<file path="src/rtl/forward_scoreboard.sv">
// ---------------------------------------------------------------------------
// forward_scoreboard
//
// Forwarding and hazard unit evaluated in ID. It keeps a small shift register
// of in-flight register producers (index 0 = EX, 1 = MEM, 2 = WB). For each
// source operand it picks the youngest matching producer. If that producer is
// ready, its stage value is forwarded. If it is not ready (a load still
// before LOAD_READY), ID is stalled. A mul/div occupancy counter makes HI/LO
// consumers wait until the unit is done.
//
// Ports
//   clk          rising-edge clock
//   reset        asynchronous, active-high reset
//   issue_valid  ID holds a valid instruction that wants to enter EX
//   issue_wreg   destination register of the ID instruction (0 = none)
//   issue_kind   producer kind: 0 ALU, 1 LOAD, 2 LINK, 3 MULDIV
//   src_reg      flattened source register indices (NSRC x REG_W)
//   src_use      per-source "operand actually read"
//   src_hilo     ID instruction reads HI/LO or starts a mul/div
//   flush        squash all in-flight entries on the next edge
//   stage_data   flattened result value at each tracked stage
//   stall        hold PC/IF/ID and inject a bubble into EX (combinational)
//   fwd          per-source forward valid (combinational)
//   fwd_data     per-source forwarded value, 0 when no match (combinational)
//   md_busy      mul/div occupancy counter is non-zero
//
// Optional feature, enabled by defining the macro FWD_STATS_EN:
//   stat_stall   saturating count of cycles with stall = 1
//   stat_fwd     saturating count of forwarded operands on accepted issues
//
// Handshake: an ID instruction is accepted into EX on a rising edge when
// issue_valid = 1, stall = 0 and flush = 0. Otherwise a bubble enters EX.
// ---------------------------------------------------------------------------
module forward_scoreboard #(
    parameter int NSRC       = 2,
    parameter int DEPTH      = 3,
    parameter int WORD_W     = 32,
    parameter int REG_W      = 5,
    parameter int LOAD_READY = 2,
    parameter int MD_LAT     = 4
) (
    input  logic                    clk,
    input  logic                    reset,
    input  logic                    issue_valid,
    input  logic [REG_W-1:0]        issue_wreg,
    input  logic [1:0]              issue_kind,
    input  logic [NSRC*REG_W-1:0]   src_reg,
    input  logic [NSRC-1:0]         src_use,
    input  logic                    src_hilo,
    input  logic                    flush,
    input  logic [DEPTH*WORD_W-1:0] stage_data,
    output logic                    stall,
    output logic [NSRC-1:0]         fwd,
    output logic [NSRC*WORD_W-1:0]  fwd_data,
    output logic                    md_busy
`ifdef FWD_STATS_EN
    ,
    output logic [31:0]             stat_stall,
    output logic [31:0]             stat_fwd
`endif
);

    localparam logic [1:0] KIND_ALU    = 2'd0;
    localparam logic [1:0] KIND_LOAD   = 2'd1;
    localparam logic [1:0] KIND_LINK   = 2'd2;
    localparam logic [1:0] KIND_MULDIV = 2'd3;

    localparam int MD_W = $clog2(MD_LAT + 1);

    // Producer entries, index 0 is the youngest (EX).
    logic [DEPTH-1:0] ent_valid;
    logic [REG_W-1:0] ent_wreg [DEPTH];
    logic [1:0]       ent_kind [DEPTH];
    logic [DEPTH-1:0] ent_ready;

    logic [MD_W-1:0]  md_cnt;

    logic [NSRC-1:0]  hazard;
    logic             accept;

    // Scratch values for the per-source search.
    logic              hit;
    logic              hit_ready;
    logic [WORD_W-1:0] hit_data;

    // A load only has its data from stage LOAD_READY onward. ALU and LINK
    // results exist from EX. MULDIV entries are never valid, so their kind
    // does not matter here.
    always_comb begin
        ent_ready = '0;
        for (int i = 0; i < DEPTH; i++) begin
            ent_ready[i] = (ent_kind[i] != KIND_LOAD) || (i >= LOAD_READY);
        end
    end

    // Youngest-match search: scan from oldest to youngest so that the
    // last hit seen is the youngest producer.
    always_comb begin
        fwd       = '0;
        fwd_data  = '0;
        hazard    = '0;
        hit       = 1'b0;
        hit_ready = 1'b0;
        hit_data  = '0;
        for (int s = 0; s < NSRC; s++) begin
            hit       = 1'b0;
            hit_ready = 1'b0;
            hit_data  = '0;
            for (int i = DEPTH - 1; i >= 0; i--) begin
                if (ent_valid[i] && (ent_wreg[i] == src_reg[s*REG_W +: REG_W])) begin
                    hit       = 1'b1;
                    hit_ready = ent_ready[i];
                    hit_data  = stage_data[i*WORD_W +: WORD_W];
                end
            end
            if (src_use[s] && (src_reg[s*REG_W +: REG_W] != '0) && hit) begin
                if (hit_ready) begin
                    fwd[s]                      = 1'b1;
                    fwd_data[s*WORD_W +: WORD_W] = hit_data;
                end else begin
                    hazard[s] = 1'b1;
                end
            end
        end
    end

    assign stall   = issue_valid && ((|hazard) || (src_hilo && (md_cnt != '0)));
    assign accept  = issue_valid && !stall && !flush;
    assign md_busy = (md_cnt != '0);

    // The pipeline advances every cycle. A stall only replaces the new
    // EX entry with a bubble, and a flush invalidates everything that
    // lands in the register on this edge.
    always_ff @(posedge clk or posedge reset) begin
        if (reset) begin
            ent_valid <= '0;
            for (int i = 0; i < DEPTH; i++) begin
                ent_wreg[i] <= '0;
                ent_kind[i] <= KIND_ALU;
            end
        end else begin
            for (int i = DEPTH - 1; i >= 1; i--) begin
                ent_valid[i] <= ent_valid[i-1] && !flush;
                ent_wreg[i]  <= ent_wreg[i-1];
                ent_kind[i]  <= ent_kind[i-1];
            end
            // MULDIV writes HI/LO, which md_cnt tracks, so no GPR entry is made.
            ent_valid[0] <= accept && (issue_kind != KIND_MULDIV) && (issue_wreg != '0);
            ent_wreg[0]  <= (issue_kind == KIND_MULDIV) ? '0 : issue_wreg;
            ent_kind[0]  <= issue_kind;
        end
    end

    // The mul/div unit cannot abort, so flush does not touch md_cnt.
    always_ff @(posedge clk or posedge reset) begin
        if (reset) begin
            md_cnt <= '0;
        end else if (accept && (issue_kind == KIND_MULDIV)) begin
            md_cnt <= MD_W'(MD_LAT);
        end else if (md_cnt != '0) begin
            md_cnt <= md_cnt - 1'b1;
        end
    end

`ifdef FWD_STATS_EN
    logic [31:0] fwd_pop;
    logic [32:0] fwd_sum;

    always_comb begin
        fwd_pop = '0;
        for (int s = 0; s < NSRC; s++) begin
            fwd_pop = fwd_pop + 32'(fwd[s]);
        end
        fwd_sum = {1'b0, stat_fwd} + {1'b0, fwd_pop};
    end

    always_ff @(posedge clk or posedge reset) begin
        if (reset) begin
            stat_stall <= '0;
            stat_fwd   <= '0;
        end else begin
            if (stall && (stat_stall != 32'hFFFF_FFFF)) begin
                stat_stall <= stat_stall + 32'd1;
            end
            if (issue_valid && !stall) begin
                stat_fwd <= fwd_sum[32] ? 32'hFFFF_FFFF : fwd_sum[31:0];
            end
        end
    end
`endif

    // KIND_LINK is listed for completeness; LINK behaves exactly like ALU.
    logic unused_kind;
    assign unused_kind = (KIND_LINK == 2'd2);

endmodule
</file>
<file path="config.mk">
export PLATFORM = sky130hd
export DESIGN_NAME = forward_scoreboard
export DESIGN_NICKNAME = d
export VERILOG_FILES = /design/src/rtl/forward_scoreboard.sv
export SDC_FILE = /design/constraint.sdc
export NUM_CORES = 1
export LEC_CHECK = 0
export ABC_AREA = 1
export CORE_MARGIN = 3
export CORE_UTILIZATION = 28
export CTS_BUF_LIST = sky130_fd_sc_hd__clkbuf_8 sky130_fd_sc_hd__clkbuf_16
export CTS_CLUSTER_SIZE = 20
export DETAILED_ROUTE_END_ITERATION = 8
export PLACE_DENSITY_LB_ADDON = 0.08
export REMOVE_ABC_BUFFERS = 1
export SYNTH_ARGS = -nofsm -noshare
export SYNTH_HDL_FRONTEND = slang
export SYNTH_SLANG_ARGS = --single-unit
</file>
<file path="constraint.sdc">
create_clock -name clk -period 3.5 [get_ports clk]
set_clock_uncertainty 0.1 [all_clocks]
set_input_delay 0.7 -clock clk [delete_from_list [all_inputs] [get_ports clk]]
set_output_delay 0.7 -clock clk [all_outputs]
set_load 0.05 [all_outputs]
</file>
Yosys cells after proc, flatten, opt, wreduce, memory -nomap -nowiden
Index checks and enable logic that the tools add are counted.

Logic and storage cells: 77. Latch bits: 0. Input bits: 120. Flip-flop bits (word level): 25. RAM bits: 0. Bits in read-only memories: 0. Memories kept: 0.

Multiply operators: 0. Eq/ne operators: 10. Reduce and logical (&&, ||, !) cells: 28. Shift operators: 0. Muxes and demuxes: 31. Magnitude comparators: 0. Bitwise operators: 0. Add/sub/neg operators: 1. Divide/modulo/power cells: 0.

Operator list (count): $mux W32 (10); $eq A5 B5 Y1 (6); $logic_and A1 B1 Y1 (19); $mux W1 (18); $reduce_bool A5 Y1 (3); $mux W3 (2); $mux W5 (1); $ne A2 B1 Y1 const B (2); $reduce_bool A3 Y1 (1); $sub A3 B1 Y3 const B (1); $eq A2 B2 Y1 const B (1); $logic_not A1 Y1 (2); $ne A2 B2 Y1 const B (1); $reduce_bool A2 Y1 (1); $reduce_or A2 Y1 (1); $logic_or A1 B1 Y1 (1).

Depth between registers and ports, before layout
Depth in word-level cells: 15. Depth in mapped cells: 13. Mapped depth without buffers: 12.

Worst setup path after synthesis
OpenSTA, ideal clock, no wires.

Kind: input-to-output. Start point: input src_reg[8]. End point: output fwd_data[33]. Stages on the path: 11. Data arrival time: 2.927 ns. Setup slack: -0.227 ns. Cells stage by stage: inv_1 > nand2_1 > nand2_1 > nor2_1 > nand3_2 > buf_6 > nand3_2 > nand2_2 > nor2_4 > inv_2 > a211oi_1.

Longest elaborated chain between the ends: 7. Elaborated cells on any way between the ends: 19.

RTL lines: start, declared (line 47) `input logic [NSRC*REG_W-1:0] src_reg,`; $eq A5 B5 Y1 (line 110) `if (ent_valid[i] && (ent_wreg[i] == src_reg[s*REG_W +: REG_W])) begin`; $logic_and A1 B1 Y1 (line 110); $mux W32 / $mux W1 (equally long branches) (3 in series) (line 110); $mux W32 / $logic_and A1 B1 Y1 (equally long branches) (line 117, 116); $mux W32 * (line 116) `if (src_use[s] && (src_reg[s*REG_W +: REG_W] != '0) && hit) begin`; end, declared (line 54) `output logic [NSRC*WORD_W-1:0] fwd_data,`.

Mark *: on every way between the ends. The rest lies on a longest branch, timed or not.

Worst setup path after layout
Start point: input src_reg[4]. End point: output fwd_data[1].

The elaborated chain is that of the path after synthesis.

==> impl_metrics.py <==
metrics = {
    "layout": {
        "fin_nets": 884,
        "layout-drive-gt1-share": 0.277,
        "syn_to_final_growth_pct": 85.2,
        "final_cell_mix": "110 x clkdlybuf4s50_1, 98 x nand2_1, 94 x nor2_1",
        "diodes": 0,
        "final_common_cell": "clkdlybuf4s50_1",
        "instances_no_fill": 904,
    },
    "logic_synthesis": {
        "avgSynthCellArea_um2": 6.05,
        "synth_cells": 554,
        "yosysUniqueCellTypes": 25,
        "ys_seq_elements": 25,
        "synthesis.area_mm2": 0.00335,
        "seq_area_frac_synth": 0.187,
        "yosys_warnings": 0,
    },
    "floorplan": {
        "die_w_um": 115,
        "die_h_um": 115,
        "dieArea_mm2": 0.0133,
        "ios": 188,
        "num_rows": 39,
        "coreArea_mm2": 0.0116,
        "initial_utilization": 0.290,
    },
    "global_routing": {
        "grt_pass1_vias": 4327,
        "antenna_found_initial": 0,
        "grt_pass1_wl_um": 22200,
        "track_usage": 0.204,
        "grt_max_degree": 42,
        "overflow": 0,
    },
    "clock_network": {
        "root_buffer": "clkbuf_16",
        "htreeDepth": 1,
        "cts_buffers": 3,
        "clock_latency_ps": 250,
        "clkTransAtPathRegs_ps": 60,
        "clockBufferDepth": 2,
        "clkSinkCount": 25,
        "cts_tree": "built",
    },
    "worst_setup_path": {
        "worstSetupPathType": "in -> out",
        "worstSetupStartpointType": "primary input",
        "regToRegStartpoint": "ent_wreg[11]$_DFF_PP0_",
        "cpPeakStageDelay_ps": 320,
        "cp.depth": 12,
        "endpoint": "fwd_data[1]",
        "slowest_stage": "dlygate4sd2_1",
        "required_ps": 2700,
        "worstPathCellList": "dlygate4sd2_1 > o21ai_0 > nor2_2 > nand3_2 > nand3_2 > nand2_1 > nor2_4 > inv_2 > buf_12 > a211oi_2 > buf_4 > buf_12",
        "ff2ff_path_depth": 12,
        "r2r_slack_ps": 1500,
        "startpoint": "src_reg[4]",
        "timing.rr.end": "md_cnt[1]$_DFFE_PP0P_",
        "cp_top_family": "buffers and inverters",
        "end_kind": "primary output",
        "cp_data_arrival_time_ps": 2540,
        "critical_path_buf_inv_count": 5,
        "crit_fanout": 6,
    },
    "route": {
        "ant_nets": 0,
        "vias": 4394,
        "drt_iter0_drc": 261,
        "drt_pass1_iterations": 4,
        "wl_per_cell_um": 15.8,
        "drt-total-wl_um": 14300,
        "route.detailed.drc": 0,
        "vias_per_cell": 4.86,
    },
    "min_path": {
        "hold_path_class": "reg -> reg",
    },
    "sta": {
        "fin_ws_ps": 159,
        "relSlewSlack": 0.391,
        "period_share": 0.955,
        "worst_pin_slew_ps": 912,
        "max_clock_freq_ghz": 0.299,
        "period_needed_ps": 3340,
        "grt_setup_unrepaired": "no",
        "slew_violations": 0,
        "finalSetupViolCount": 0,
        "hold_viol": 0,
    },
    "placed_design": {
        "hpwl_um": 11600,
        "gp_congestion": 0.924,
        "placed_cells": 898,
        "dpl_worst_slack_ps": -132,
        "io_buffer_count": 187,
    },
    "power": {
        "power_leakage_nw": 2.95,
        "p_per_area_mw_per_mm2": 166,
        "ir_worst_vdd_uv": 358,
    },
    "outcome": {
        "status": "completed",
    },
    "run": {
        "max_cap_viol_count": 0,
    },
}
where the power goes:
| group | internal (mW) | switching, mW | total [mW] |
|---|---|---|---|
| registers | 0.324 | 0.0218 | 0.346 |
| logic | 0.220 | 0.223 | 0.443 |
| clock network | 0.152 | 0.0889 | 0.241 |
| total | 0.696 | 0.333 | 1.03 |
registers in the layout, indices dropped and copies added (netlist names):
| signal | flops |
|---|---|
| ent_kind | 4 |
| md_cnt | 3 |
| ent_wreg | 15 |
| ent_valid | 3 |
synth_stat cells (all sizes together):
library cell  number  area [um^2]
dfrtp             25          626
a211oi            17          193
ha                 2         25.0
nor3              46          450
a21oi             54          270
nand4              4         25.0
o21ai             74          374
o211ai             1         7.51
nand2             99          374
inv               80          300
clkbuf            20         75.1
nand3             13         95.1
nor2             104          410
xor2               2         17.5
buf               13          109
worst min-delay path by stage:
stage | start | end | slack, ps | depth (start not counted)
after floorplan | ent_kind[4]$_DFF_PP0_ | ent_kind[2]$_DFF_PP0_ | 250 | 0
after global placement | ent_kind[4]$_DFF_PP0_ | ent_kind[2]$_DFF_PP0_ | 270 | 0
after detailed placement | ent_kind[4]$_DFF_PP0_ | ent_kind[2]$_DFF_PP0_ | 260 | 0
after CTS | ent_kind[4]$_DFF_PP0_ | ent_kind[2]$_DFF_PP0_ | 280 | 0
after global routing | ent_kind[4]$_DFF_PP0_ | ent_kind[2]$_DFF_PP0_ | 290 | 0
final | ent_kind[4]$_DFF_PP0_ | ent_kind[2]$_DFF_PP0_ | 270 | 0
kinds of logic after synthesis:
| kind of cell | count (synthesis) | synth area share |
|---|---|---|
| AO/OA/AOI/OAI | 146 | 0.252 |
| XOR/XNOR | 2 | 0.00523 |
| adder cells (fa/ha/maj) | 2 | 0.00746 |
| buffers and inverters | 113 | 0.144 |
| flip-flops | 25 | 0.187 |
| AND/OR/NAND/NOR | 266 | 0.404 |
cell type report:
type	count	area, um^2
clock buffer	3	75.1
clock inverter	1	3.75
fill	1109	5360
inverter	80	300
multi-input combinational	416	2350
sequential	25	626
tap	143	179
timing repair buffer	236	2670
stage by stage:
step | hold slack (ps) | total power, mW | util | cell area (um^2) | setup TNS (ps)
2_1_floorplan | 254 | 0.556 | - | 3170 | -67540
3_3_place_gp | 265 | 0.778 | 0.515 | 5950 | -1050
3_5_place_dp | 262 | 0.787 | 0.515 | 5950 | -2840
4_1_cts | 275 | 1.04 | 0.530 | 6130 | 0
5_1_grt | 288 | 1.10 | 0.537 | 6210 | 0
6_report | 273 | 1.03 | 0.537 | 6210 | 0
per-layer routing:
metal	track usage	part of all wire	vias up
li1	-	-	2206
met1	0.265	0.43	1999
met2	0.359	0.49	167
met3	0.0230	0.062	22
met4	0.0548	0.023	0
met5	0	0	-
timing repair:
item	CTS	global route
setup buffers	2	0
gates resized for setup	27	29
hold buffers	0	0
hold endpoints to repair	0	0
pin swaps	6	2
setup endpoints to repair	51	33
Power figures use the tool's default switching activity.
